### config.mk
export PLATFORM = sky130hd
export DESIGN_NAME = f1_race_ctrl
export DESIGN_NICKNAME = d
export VERILOG_FILES = /design/src/rtl/f1_pkg.sv /design/src/rtl/lfsr16.sv /design/src/rtl/f1_race_ctrl.sv
export SDC_FILE = /design/constraint.sdc
export NUM_CORES = 1
export LEC_CHECK = 0
export BUFFER_PORTS_ARGS = -buffer_cell sky130_fd_sc_hd__buf_4
export CAP_MARGIN = 20
export CORE_ASPECT_RATIO = 1.2
export CORE_UTILIZATION = 35
export CTS_CLUSTER_SIZE = 40
export DETAILED_ROUTE_END_ITERATION = 7
export GPL_TIMING_DRIVEN = 1
export PLACE_DENSITY = 0.64
export SKIP_CTS_REPAIR_TIMING = 1
export SYNTH_ARGS = -nofsm -noshare
export SYNTH_HDL_FRONTEND = slang
export SYNTH_SLANG_ARGS = --single-unit
### constraint.sdc
create_clock -name clk -period 2 [get_ports clk]
set_input_delay 0.2 -clock clk [delete_from_list [all_inputs] [get_ports clk]]
set_output_delay 0.2 -clock clk [all_outputs]
set_load 0.05 [all_outputs]
### src/rtl/f1_pkg.sv
// Shared types and constants for the F1 start-gantry sequencer.
package f1_pkg;

  typedef enum logic [1:0] {IDLE, LIGHTS, HOLD, TIMING} race_state_t;

  localparam logic [7:0]  LIGHTS_ALL = 8'hFF;
  localparam logic [15:0] LFSR_SEED  = 16'hACE1;
  localparam logic [15:0] LFSR_TAPS  = 16'hB400;

  // One Fibonacci step: taps 16,14,13,11 feed back into bit 0.
  function automatic logic [15:0] lfsr_next(input logic [15:0] s);
    return {s[14:0], ^(s & LFSR_TAPS)};
  endfunction

endpackage

### src/rtl/lfsr16.sv
// Free-running 16-bit Fibonacci LFSR used as the random hold-delay source.
module lfsr16
  import f1_pkg::*;
(
  input  logic        clk,
  input  logic        rst,
  output logic [15:0] q
);

  always_ff @(posedge clk) begin
    if (rst) q <= LFSR_SEED;
    else     q <= lfsr_next(q);
  end

endmodule

### src/rtl/f1_race_ctrl.sv
// Race-start sequencer: lamp countdown, hold, lights-out and reaction timing.
// Define RANDOM_DELAY_EN to draw the hold delay from an LFSR instead of FIXED_DELAY.
module f1_race_ctrl
  import f1_pkg::*;
#(
  parameter int unsigned TICK_DIV    = 50,
  parameter int unsigned DELAY_W     = 7,
  parameter int unsigned FIXED_DELAY = 64,
  parameter int unsigned RT_W        = 16
) (
  input  logic            clk,
  input  logic            rst,
  input  logic            trigger,
  input  logic            react,
  output logic [7:0]      lights,
  output logic            busy,
  output logic            rt_valid,
  output logic [RT_W-1:0] rt_cycles,
  output logic            jump_start
);

  localparam int unsigned TICK_W = $clog2(TICK_DIV);
  localparam int unsigned FIX_W  = $clog2(FIXED_DELAY + 1);
  localparam int unsigned HOLD_W = (DELAY_W > FIX_W) ? DELAY_W : FIX_W;

  race_state_t       state, state_d;
  logic [7:0]        lights_d;
  logic              busy_d, rt_valid_d, jump_d;
  logic [RT_W-1:0]   rt_cycles_d, rt_cnt, rt_cnt_d;
  logic [TICK_W-1:0] tick_cnt, tick_d;
  logic [HOLD_W-1:0] hold_cnt, hold_d, hold_load;

`ifdef RANDOM_DELAY_EN
  logic [15:0]        lfsr_q;
  logic [DELAY_W-1:0] rnd;
  logic               lfsr_unused;

  lfsr16 u_lfsr (
    .clk (clk),
    .rst (rst),
    .q   (lfsr_q)
  );

  // A zero draw would mean an empty hold, so it is promoted to one cycle.
  assign rnd         = lfsr_q[DELAY_W-1:0];
  assign hold_load   = (rnd == '0) ? HOLD_W'(1) : HOLD_W'(rnd);
  assign lfsr_unused = ^lfsr_q;
`else
  assign hold_load = HOLD_W'(FIXED_DELAY);
`endif

  // Next-state and next-output logic.
  always_comb begin
    state_d     = state;
    lights_d    = lights;
    tick_d      = tick_cnt;
    hold_d      = hold_cnt;
    rt_cnt_d    = rt_cnt;
    rt_cycles_d = rt_cycles;
    rt_valid_d  = 1'b0;
    jump_d      = 1'b0;

    case (state)
      IDLE: begin
        if (trigger) begin
          state_d  = LIGHTS;
          lights_d = '0;
          tick_d   = '0;
        end
      end
      LIGHTS: begin
        if (react) begin
          jump_d   = 1'b1;
          lights_d = '0;
          state_d  = IDLE;
        end else if (tick_cnt == TICK_W'(TICK_DIV - 1)) begin
          tick_d   = '0;
          lights_d = {lights[6:0], 1'b1};
          if ({lights[6:0], 1'b1} == LIGHTS_ALL) begin
            state_d = HOLD;
            hold_d  = hold_load;
          end
        end else begin
          tick_d = tick_cnt + TICK_W'(1);
        end
      end
      HOLD: begin
        if (react) begin
          jump_d   = 1'b1;
          lights_d = '0;
          state_d  = IDLE;
        end else if (hold_cnt == HOLD_W'(1)) begin
          lights_d = '0;
          rt_cnt_d = '0;
          state_d  = TIMING;
        end else begin
          hold_d = hold_cnt - HOLD_W'(1);
        end
      end
      TIMING: begin
        if (react) begin
          rt_cycles_d = rt_cnt;
          rt_valid_d  = 1'b1;
          state_d     = IDLE;
        end else if (rt_cnt != {RT_W{1'b1}}) begin
          rt_cnt_d = rt_cnt + RT_W'(1);
        end
      end
      default: state_d = IDLE;
    endcase

    busy_d = (state_d != IDLE);
  end

  // State and output registers.
  always_ff @(posedge clk) begin
    if (rst) begin
      state      <= IDLE;
      lights     <= '0;
      busy       <= 1'b0;
      rt_valid   <= 1'b0;
      rt_cycles  <= '0;
      jump_start <= 1'b0;
      tick_cnt   <= '0;
      hold_cnt   <= '0;
      rt_cnt     <= '0;
    end else begin
      state      <= state_d;
      lights     <= lights_d;
      busy       <= busy_d;
      rt_valid   <= rt_valid_d;
      rt_cycles  <= rt_cycles_d;
      jump_start <= jump_d;
      tick_cnt   <= tick_d;
      hold_cnt   <= hold_d;
      rt_cnt     <= rt_cnt_d;
    end
  end

endmodule

# [After elaboration in Yosys (flattened, before gate mapping)]
# Cells that the tools add are included.
[op_classes] addsub=3 eq_ne=18 mux=30 bitwise_logic=2 n_reduce_logical=14
[ops] operator="16-bit 2-to-1 mux" n=4
[ops] operator="8-bit 2-to-1 mux" n=5
[ops] operator="7-bit 2-to-1 mux" n=5
[ops] operator="16-bit case mux with 2 select lines" n=1
[ops] operator="8-bit case mux with 3 select lines" n=1
[ops] operator="6-bit 2-to-1 mux" n=3
[ops] operator="2-bit != test, second input constant" n=9
[ops] operator="16-bit by 1-bit adder with 16-bit output, second input constant" n=1
[ops] operator="16-bit != test, second input constant" n=1
[ops] operator="2-bit 2-to-1 mux" n=7
[ops] operator="7-bit case mux with 2 select lines" n=1
[ops] operator="6-bit case mux with 2 select lines" n=1
[ops] operator="2-bit case mux with 4 select lines" n=1
[ops] operator="2-bit nonzero test" n=4
[ops] operator="7-bit by 1-bit equality test with 1-bit output, second input constant" n=1
[ops] operator="7-bit equality test, second input constant" n=1
[ops] operator="7-bit by 1-bit subtractor with 7-bit output, second input constant" n=1
[ops] operator="6-bit by 1-bit adder with 6-bit output, second input constant" n=1
[ops] operator="6-bit equality test, second input constant" n=1
[ops] operator="3-bit != test, second input constant" n=2
[ops] operator="6-bit AND reduction" n=1
[ops] operator="2-bit OR reduction" n=3
[ops] operator="5-bit AND reduction" n=1
[ops] operator="2-bit equality test, second input constant" n=2
[ops] operator="other kinds (8)" n=9
[totals] ff_bits=58 inputBits=4 out_inout_bits=27 elab_cells=76

# [Logic depth before layout (Yosys ltp)]
# Gate-level depths: netlist of run 1.
[logic_depth] word_depth=6 depth_mapped=9

# [Least setup slack after synthesis of run 1]
# Ideal clock, no wire load.
[synth_path] path_type="reg2reg" from="reg state[0]" to="reg hold_cnt[2]" arrival_time_ps=1992 required_time_ps=1930 slack_ps=-62 path_stages_with_launch=9 cell_sequence="dfxtp_1 > inv_1 > ha_1 > buf_2 > and3b_1 > a211oi_1 > nand2_1 > or3_1 > a21oi_1"
[synth_between] elab_chain_len=3 elab_cells_between_ends=10 cone_classes="eq/ne (7); mux (1); reduce/logical (2)"
[synth_rtl] element="from (decl)" line_no="f1_race_ctrl.sv:26" source="race_state_t state, state_d;"
[synth_rtl] element="from (signal assigned)" line_no="f1_race_ctrl.sv:128" source="state <= state_d;"
[synth_rtl] element="2-bit equality test or 2-bit by 1-bit equality test with 1-bit output (tied branches)" line_no="f1_race_ctrl.sv:63" source="case (state)"
[synth_rtl] element="2-bit != test (no source line) or 2-bit nonzero test (tied branches)"
[synth_rtl] element="6-bit AND reduction (no source line)"
[synth_rtl] element="to (signal assigned)" line_no="f1_race_ctrl.sv:135" source="hold_cnt <= hold_d;"
[synth_rtl] element="to (decl)" line_no="f1_race_ctrl.sv:31" source="logic [HOLD_W-1:0] hold_cnt, hold_d, hold_load;"
# Parallel ways exist; a longest one is shown, timed or not.
# A chain may end at the register's enable or synchronous reset.

# [Worst setup path after layout of run 1]
[layout_path] from="reg state[0]" to="reg rt_cnt[15]"
[layout_between] elab_chain_len=3 elab_cells_between_ends=9 cone_classes="eq/ne (6); mux (1); reduce/logical (2)"
[layout_rtl] element="2-bit equality test" line_no="f1_race_ctrl.sv:63"
[layout_rtl] element="2-bit != test (no source line) or 2-bit nonzero test (tied branches)"
[layout_rtl] element="5-bit AND reduction (no source line)"
[layout_rtl] element="to (signal assigned)" line_no="f1_race_ctrl.sv:136" source="rt_cnt <= rt_cnt_d;"
[layout_rtl] element="to (decl)" line_no="f1_race_ctrl.sv:29" source="logic [RT_W-1:0] rt_cycles_d, rt_cnt, rt_cnt_d;"
# Parallel ways exist; a longest one is shown, timed or not.

==> impl_metrics.env, run 1 <==
export IMPL_ys_flop_type="dfxtp_1"
export IMPL_p_comb_frac=0.099
export IMPL_yosys_warnings=0
export IMPL_htree_num_levels=3
export IMPL_max_freq_ghz=0.534
export IMPL_hold_worst_slack_ns=0.227
export IMPL_path_cells="inv_1, ha_4, and3b_2, a31oi_1, buf_4, a211oi_4, a311oi_1, a41o_1"
export IMPL_cts_reportedPaths_clkPinSlew_ns=0.07
export IMPL_drc=0
export IMPL_synthArstFlopShare=0
export IMPL_crit_start="state[0]$_SDFF_PP0_"
export IMPL_antenna_found_initial=0
export IMPL_internal_power_uw=1750
export IMPL_first_global_vias=2344
export IMPL_ys_seq_area_frac=0.422
export IMPL_cts_tree="done"
export IMPL_hold_violations=0
export IMPL_final_area_um2=3550
export IMPL_status="finished clean"
export IMPL_required_ns=2.24
export IMPL_clkSinkCount=58
export IMPL_cp_end_kind="register"
export IMPL_placement_io_buffers=30
export IMPL_p_switching_uw=636
export IMPL_total_power_uw=2390
export IMPL_synth_fp_nets=326
export IMPL_clock_skew_ns=0.0107
export IMPL_pin_count=31
export IMPL_pwr_share_clk=0.402
export IMPL_routed_wl_um=6190
export IMPL_start_util=0.359
export IMPL_numCtsBuffers=9
export IMPL_drtAntennaViolNets=0
export IMPL_rows=35
export IMPL_core_area_um2=7660
export IMPL_synth_area_um2=2750
export IMPL_avgRoutedWirePerCell_um=13.0
export IMPL_dr_total_vias=2420
export IMPL_slew_headroom=0.574
export IMPL_crit_path_max_fanout=9
export IMPL_syn_to_final_growth_pct=28.8
export IMPL_drive_above_1_share=0.284
export IMPL_detailedPlacementHpwl_um=4330
export IMPL_grt_overflow_total=0
export IMPL_max_stage_delay_ns=0.33
export IMPL_avgSynthCellArea_um2=8.82
export IMPL_fin_crit_ns=1.87
export IMPL_slowest_stage="dfxtp_2"
export IMPL_grt_pass1_wl_um=10500
export IMPL_p_per_area_nw_per_um2=674
export IMPL_synthesis_instances=312
export IMPL_diodes=0
export IMPL_place_area_um2=3300
export IMPL_ctsRootBufferMaster="clkbuf_8"
export IMPL_drv_cap=0
export IMPL_pwr_share_seq=0.499
export IMPL_start_kind="register"
export IMPL_drt_iter0_drc=73
export IMPL_synth_cell_types=49
export IMPL_cellLeakagePower_uw=0.00140
export IMPL_slew_violations=0
export IMPL_drtPass1Iterations=4
export IMPL_setup_viol=0
export IMPL_die_y_um=99.1
export IMPL_synth_edf_count=0
export IMPL_viasPerCell=5.08
export IMPL_cp_num_buf_inv=2
export IMPL_cts_max_path_buffers=2
export IMPL_grt_max_degree=31
export IMPL_ys_ff_latch=58
export IMPL_gp_congestion=0.804
export IMPL_die_w_um=83.0
export IMPL_ir_drop_mv=0.440
export IMPL_fin_crit_sh=0.936
export IMPL_path_delay_family="compound AO/OA/AOI/OAI gates"
export IMPL_nets=393
export IMPL_min_delay_start="react"
export IMPL_worstSetupPathType="reg -> reg"
export IMPL_r2r_start="state[0]$_SDFF_PP0_"
export IMPL_clk_latency_ns=0.35
export IMPL_grt_use_total=0.159
export IMPL_dieArea_um2=8220
export IMPL_worst_slew_pin_slew_ns=0.639
export IMPL_hold_path_class="in -> reg"
export IMPL_cp_arrival_ns=2.11
export IMPL_switching_share=0.266
sequential cells by signal (all words and copies together) (netlist names):
signal      flops
tick_cnt        6
jump_start      1
state           2
rt_valid        1
rt_cycles      16
rt_cnt         16
hold_cnt        7
busy            1
lights          8
worst register-to-register path: stages (launching register included):
cell	delay, ns
dfxtp_2	0.33
inv_1	0.11
ha_4	0.17
and3b_2	0.22
a31oi_1	0.09
buf_4	0.19
a211oi_4	0.30
a311oi_1	0.14
a41o_1	0.21
final cells by class:
| cell class | count | area (µm²) |
|---|---|---|
| Inverter | 17 | 63.8 |
| Fill cell | 745 | 4120 |
| Clock buffer | 11 | 141 |
| Sequential cell | 58 | 1160 |
| Clock inverter | 5 | 30.0 |
| Multi-Input combinational cell | 225 | 1520 |
| Timing Repair Buffer | 68 | 514 |
| Tap cell | 92 | 115 |
cells in the final DEF (no fill, tap or decap), types with 4 or more instances in the layout:
master and n:
nor2_1 33, inv_1 17, ha_1 8, a2111oi_2 4
a211oi_1 7, dfxtp_1 56, and3_1 5, xnor2_1 11
nand4_1 6, nand2_1 49, nand3_1 10, a21oi_1 26
clkbuf_8 10, a22o_1 8, xor2_1 7, buf_4 67
nand4b_1 4, nor3_1 4
Yosys cell counts, drive strengths merged (5+ instances only):
master,n,area (µm²)
nand3,10,50.1
dfxtp,58,1160
inv,17,63.8
buf,6,33.8
xnor2,11,96.3
nand2,49,184
ha,10,125
a21oi,26,130
nand4,7,50.1
nor2,34,128
a211oi,10,85.1
and3,5,31.3
xor2,7,61.3
a22o,8,70.1
clkbuf,6,22.5
routing by layer:
layer,vias to the layer above,GRT usage,routed length (µm)
met1,1136,0.182,2810
met4,0,0.0796,138
met2,42,0.277,3040
li1,1228,-,-
met3,14,0.0373,199
met5,-,0,0
power by group through the flow:
stage                     combinational [µW]  sequential (µW)  clock (µW)
after floorplan                          132             1230           0
after global placement                   227             1220           0
after detailed placement                 230             1220           0
after CTS                                230             1190         986
after global routing                     263             1200        1040
final                                    237             1190         960
per-stage QoR:
step / instances / setup TNS [ns] / setup slack (ns) / utilization
2_1_floorplan: 312 / -0.00345 / -0.00345 / -
3_3_place_gp: 456 / 0 / 0.0728 / 0.430
3_5_place_dp: 456 / 0 / 0.0472 / 0.430
4_1_cts: 472 / 0 / 0.0255 / 0.453
5_1_grt: 476 / -0.00621 / -0.00488 / 0.463
6_report: 476 / 0 / 0.127 / 0.463
kinds of logic (layout without fill, tap and decap cells):
group,after synthesis,count (layout),synth area share
flip-flops,58,58,0.422
adder cells (fa/ha/maj),10,10,0.0455
buffers and inverters,29,101,0.0436
AO/OA/AOI/OAI,66,66,0.186
XOR/XNOR,18,18,0.0573
AND/OR/NAND/NOR,131,131,0.246
worst paths after layout:
path,to,slack (ns),cells past startpoint
worst min-delay path,jump_start$_SDFF_PP0_,0.23,2
worst min register to register,rt_cycles[9]$_SDFFE_PP0P_,0.46,2
worst max-delay path,rt_cnt[15]$_SDFFE_PP0P_,0.13,8
worst max register to register,rt_cnt[15]$_SDFFE_PP0P_,0.13,8
Note: power is estimated with default switching activity, not from simulation.
==> run 2, diff against run 1 <==
--- a/config.mk
+++ b/config.mk
@@ -8,11 +8,11 @@
 export BUFFER_PORTS_ARGS = -buffer_cell sky130_fd_sc_hd__buf_4
 export CAP_MARGIN = 20
 export CORE_ASPECT_RATIO = 1.2
-export CORE_UTILIZATION = 35
+export CORE_UTILIZATION = 30
 export CTS_CLUSTER_SIZE = 40
 export DETAILED_ROUTE_END_ITERATION = 7
 export GPL_TIMING_DRIVEN = 1
-export PLACE_DENSITY = 0.64
+export PLACE_DENSITY = 0.58
 export SKIP_CTS_REPAIR_TIMING = 1
 export SYNTH_ARGS = -nofsm -noshare
 export SYNTH_HDL_FRONTEND = slang
==> run 2 against run 1 <==
Against the previous run:
- sequential share of layout area decreased by 0.38 points
- setup slack got worse by 0.035 ns
- clock power increased by 26%
- worst hold slack got worse by 0.028 ns
- sequential power about the same
- maximum frequency decreased by 1.8%
- clock skew decreased by 0.0051 ns
- cell count increased by 4.4%
- global-route usage decreased by 1.3 points
- via count decreased by 0.33%
- critical path depth unchanged
- critical endpoint is now hold_cnt[6]$_SDFFE_PP0P_
- largest power group is now clock
==> impl_metrics.env, run 2 (synthesis gave the netlist of run 1 again) <==
export IMPL_crit_path_max_fanout=5
export IMPL_detailedPlacementHpwl_um=4510
export IMPL_pin_count=31
export IMPL_hold_path_class="in -> reg"
export IMPL_dr_total_vias=2412
export IMPL_slowest_stage="a2111oi_0"
export IMPL_htree_num_levels=3
export IMPL_p_switching_uw=631
export IMPL_cts_reportedPaths_clkPinSlew_ns=0.07
export IMPL_diodes=0
export IMPL_drc=0
export IMPL_placement_io_buffers=30
export IMPL_cp_end_kind="register"
export IMPL_internal_power_uw=2010
export IMPL_slew_headroom=0.672
export IMPL_cts_tree="done"
export IMPL_drt_iter0_drc=134
export IMPL_dieArea_um2=9560
export IMPL_fillers=896
export IMPL_first_global_vias=2359
export IMPL_required_ns=2.28
export IMPL_cp_arrival_ns=2.18
export IMPL_viasPerCell=4.85
export IMPL_cellLeakagePower_uw=0.00141
export IMPL_die_w_um=89.4
export IMPL_postLayoutCoreUtil=0.409
export IMPL_nets=389
export IMPL_gp_congestion=0.732
export IMPL_p_per_area_nw_per_um2=737
export IMPL_ctsRootBufferMaster="clkbuf_8"
export IMPL_grt_use_total=0.146
export IMPL_syn_to_final_growth_pct=30.0
export IMPL_path_delay_family="compound AO/OA/AOI/OAI gates"
export IMPL_die_y_um=107
export IMPL_pwr_share_seq=0.452
export IMPL_fin_crit_ns=1.91
export IMPL_clock_skew_ns=0.00561
export IMPL_clkSinkCount=58
export IMPL_pwr_share_clk=0.458
export IMPL_path_cells="inv_1, ha_1, and3b_2, a2111oi_0, buf_4, nand3_1, xor2_1, a21oi_1"
export IMPL_dp_cells=481
export IMPL_cts_max_path_buffers=2
export IMPL_grt_max_degree=31
export IMPL_rows=37
export IMPL_switching_share=0.239
export IMPL_ir_drop_mv=0.400
export IMPL_place_ws_ns=0.0255
export IMPL_avgRoutedWirePerCell_um=12.5
export IMPL_cp_num_buf_inv=2
export IMPL_start_kind="register"
export IMPL_stdcell_count=497
export IMPL_slew_violations=0
export IMPL_final_common_cell="buf_4"
export IMPL_fin_ws_ns=0.0923
export IMPL_grt_pass1_wl_um=10700
export IMPL_clk_latency_ns=0.35
export IMPL_largestRegisters="rt_cnt: 16 flops, rt_cycles: 16 flops, lights: 8 flops"
export IMPL_worstSetupPathType="reg -> reg"
export IMPL_setup_viol=0
export IMPL_max_freq_ghz=0.524
export IMPL_final_cell_mix="buf_4 (63), dfxtp_1 (58), nand2_1 (48)"
export IMPL_max_stage_delay_ns=0.42
export IMPL_fin_crit_sh=0.954
export IMPL_drv_cap=0
export IMPL_drtAntennaViolNets=0
export IMPL_routed_wl_um=6190
export IMPL_rsz0062_at_grt="yes"
export IMPL_drtPass1Iterations=4
export IMPL_hold_worst_slack_ns=0.199
export IMPL_hold_violations=0
export IMPL_grt_overflow_total=0
export IMPL_numCtsBuffers=9
export IMPL_p_comb_frac=0.090
export IMPL_status="finished clean"
export IMPL_worst_slew_pin_slew_ns=0.488
export IMPL_start_util=0.315
export IMPL_antenna_found_initial=0
export IMPL_core_area_um2=8750
export IMPL_drive_above_1_share=0.263
==> run 2: cell types whose count changed in the layout (fill, tap and decap cells not counted), moves of 2 or more <==
cell / change
buf_4: -4
dfxtp_1: +2
bufinv_16: +2
dfxtp_2: -2
==> run 2: layout make-up <==
class | count | area (µm²) | share of cell area
repair buffers | 64 | 493 | 0.138
flip-flops and latches | 58 | 1160 | 0.324
clock buffers | 11 | 141 | 0.0395
clock inverters | 5 | 77.6 | 0.0217
inverters | 17 | 63.8 | 0.0178
well taps | 117 | 146 | 0.0409
multi-input cells | 225 | 1500 | 0.418
==> run 2: routing by layer <==
| metal | vias to the layer above | track usage | part of all wire |
|---|---|---|---|
| met5 | - | 0 | 0 |
| met4 | 0 | 0.0680 | 0.019 |
| met3 | 11 | 0.0431 | 0.034 |
| met2 | 33 | 0.247 | 0.51 |
| met1 | 1145 | 0.165 | 0.43 |
| li1 | 1223 | - | - |
==> run 2: worst paths after layout <==
check,slack (ns),to,depth (start not counted),from
setup / recovery,0.09,hold_cnt[6]$_SDFFE_PP0P_,8,hold_cnt[1]$_SDFFE_PP0P_
hold reg to reg,0.46,rt_cycles[5]$_SDFFE_PP0P_,2,rt_cycles[5]$_SDFFE_PP0P_
hold / removal,0.20,jump_start$_SDFF_PP0_,2,react
setup reg to reg,0.09,hold_cnt[6]$_SDFFE_PP0P_,8,hold_cnt[1]$_SDFFE_PP0P_
==> run 2: metrics by stage <==
stage / power, µW / TNS, ns / area, µm²
CTS: 2680 / 0 / 3560
floorplan: 1360 / -0.00345 / 2760
finish: 2640 / 0 / 3580
global placement: 1450 / 0 / 3340
detailed placement: 1450 / 0 / 3340
global route: 2740 / -0.0548 / 3580
==> run 2: power by group through the flow <==
stage	Clock, µW	Combinational (µW)	Sequential (µW)
4_1_cts	1250	236	1190
6_report	1210	237	1190
3_5_place_dp	0	235	1220
3_3_place_gp	0	232	1220
5_1_grt	1280	263	1200
2_1_floorplan	0	132	1230
==> run 3, diff against run 2 <==
--- a/config.mk
+++ b/config.mk
@@ -13,6 +13,7 @@
 export DETAILED_ROUTE_END_ITERATION = 7
 export GPL_TIMING_DRIVEN = 1
 export PLACE_DENSITY = 0.58
+export SETUP_SLACK_MARGIN = 0.15
 export SKIP_CTS_REPAIR_TIMING = 1
 export SYNTH_ARGS = -nofsm -noshare
 export SYNTH_HDL_FRONTEND = slang
==> run 3 against run 2 <==
Against the previous run:
- count of clock-buffer cells in the layout stayed put
- clock power hardly changed
- largest cell class unchanged
- die area stayed put
- critical path type unchanged
- maximum frequency is 5.3% higher
==> impl_metrics.env, run 3 (synthesis gave the netlist of run 1 again) <==
export IMPL_status="finished clean"
export IMPL_drc=0
export IMPL_hold_violations=0
export IMPL_required_ns=2.25
export IMPL_clkSinkCount=58
export IMPL_fin_crit_ns=1.81
export IMPL_placement_io_buffers=30
export IMPL_detailedPlacementHpwl_um=4550
export IMPL_worst_slew_pin_slew_ns=0.610
export IMPL_worstSetupPathType="reg -> reg"
export IMPL_fillers=876
export IMPL_final_common_cell="buf_4"
export IMPL_cts_tree="done"
export IMPL_slew_headroom=0.593
export IMPL_cts_max_path_buffers=2
export IMPL_cts_reportedPaths_clkPinSlew_ns=0.07
export IMPL_largestRegisters="rt_cnt: 16 flops, rt_cycles: 16 flops, lights: 8 flops"
export IMPL_dr_total_vias=2413
export IMPL_max_freq_ghz=0.552
export IMPL_r2r_slack_ns=0.19
export IMPL_start_kind="register"
export IMPL_pin_count=31
export IMPL_setup_viol=0
export IMPL_numCtsBuffers=9
export IMPL_syn_to_final_growth_pct=37.8
export IMPL_slew_violations=0
export IMPL_final_cell_mix="buf_4 (57), nand2_1 (47), dfxtp_1 (47)"
export IMPL_fin_crit_sh=0.906
export IMPL_hold_path_class="in -> reg"
export IMPL_fin_setup_tns_ns=0
export IMPL_die_w_um=89.4
export IMPL_cp_arrival_ns=2.06
export IMPL_drt_iter0_drc=51
export IMPL_ir_drop_mv=0.349
export IMPL_p_per_area_nw_per_um2=705
export IMPL_drtPass1Iterations=4
export IMPL_clock_skew_ns=0.0104
export IMPL_core_area_um2=8750
export IMPL_cp_end_kind="register"
export IMPL_viasPerCell=4.89
export IMPL_antenna_found_initial=0
export IMPL_crit_path_max_fanout=7
export IMPL_grt_overflow_total=0
export IMPL_dieArea_um2=9560
export IMPL_drv_cap=0
export IMPL_gp_congestion=0.789
export IMPL_place_ws_ns=0.0464
export IMPL_diodes=0
export IMPL_grt_pass1_wl_um=10800
export IMPL_nets=385
export IMPL_grt_use_total=0.149
export IMPL_die_y_um=107
export IMPL_routed_wl_um=6480
export IMPL_fin_ws_ns=0.188
export IMPL_clk_latency_ns=0.35
export IMPL_ctsRootBufferMaster="clkbuf_8"
export IMPL_rows=37
export IMPL_avgRoutedWirePerCell_um=13.1
export IMPL_rsz0062_at_grt="yes"
export IMPL_cellLeakagePower_uw=0.00141
export IMPL_htree_num_levels=3
export IMPL_grt_max_degree=31
export IMPL_drive_above_1_share=0.338
export IMPL_start_util=0.315
export IMPL_first_global_vias=2348
export IMPL_drtAntennaViolNets=0
## run 3: cell count changes in the layout (fill, tap and decap cells not counted), moves of 3 or more
cell | previous run | this run
a2111oi_2 | 3 | 0
ha_1 | 9 | 6
buf_6 | 0 | 3
dfxtp_2 | 0 | 9
dfxtp_1 | 58 | 47
a211oi_1 | 7 | 4
inv_1 | 17 | 14
buf_4 | 63 | 57
a2111oi_4 | 0 | 4
## run 3: cell type report
cell class | count | area, µm² | area share
tap | 117 | 146 | 0.0386
clock inverter | 5 | 77.6 | 0.0204
sequential | 58 | 1180 | 0.311
clock buffer | 11 | 141 | 0.0373
inverter | 17 | 66.3 | 0.0175
timing repair buffer | 60 | 462 | 0.122
multi-input combinational | 225 | 1720 | 0.453
## run 3: per-layer routing
layer | up-vias | track usage | wire length, µm
met3 | 20 | 0.0377 | 219
met1 | 1134 | 0.164 | 2720
met4 | 0 | 0.0839 | 221
met5 | - | 0 | 0
met2 | 41 | 0.256 | 3320
li1 | 1218 | - | -
## run 3: through the flow
stage | total power (µW) | util | instances | hold WS [ns] | instance area (µm²)
after floorplan | 1380 | - | 312 | 0.426 | 2830
after global placement | 1450 | 0.380 | 472 | 0.448 | 3320
after detailed placement | 1450 | 0.380 | 472 | 0.450 | 3320
after CTS | 2660 | 0.405 | 488 | 0.224 | 3540
after global routing | 2790 | 0.434 | 493 | 0.246 | 3790
final | 2680 | 0.434 | 493 | 0.239 | 3790
## run 3: path summary, 6_finish.rpt
check                            startpoint                   endpoint  depth (start not counted)
hold reg to reg   rt_cycles[5]$_SDFFE_PP0P_  rt_cycles[5]$_SDFFE_PP0P_                          2
setup / recovery        state[0]$_SDFF_PP0_     rt_cnt[2]$_SDFFE_PP0P_                          8
hold / removal                      trigger        state[0]$_SDFF_PP0_                          3
setup reg to reg        state[0]$_SDFF_PP0_     rt_cnt[2]$_SDFFE_PP0P_                          8
## run 3: worst max-delay path: stages, from the launching register on
cell and delay, ns:
dfxtp_4 0.36, inv_4 0.07, ha_4 0.15, and3b_2 0.31
a31oi_4 0.17, buf_6 0.19, a21oi_4 0.16, o21ai_1 0.09
a32o_1 0.22
## run 3: where the power goes
group | switching, µW | internal (µW) | total [µW]
Clock | 467 | 731 | 1200
Combinational | 157 | 123 | 280
Sequential | 22.2 | 1180 | 1200
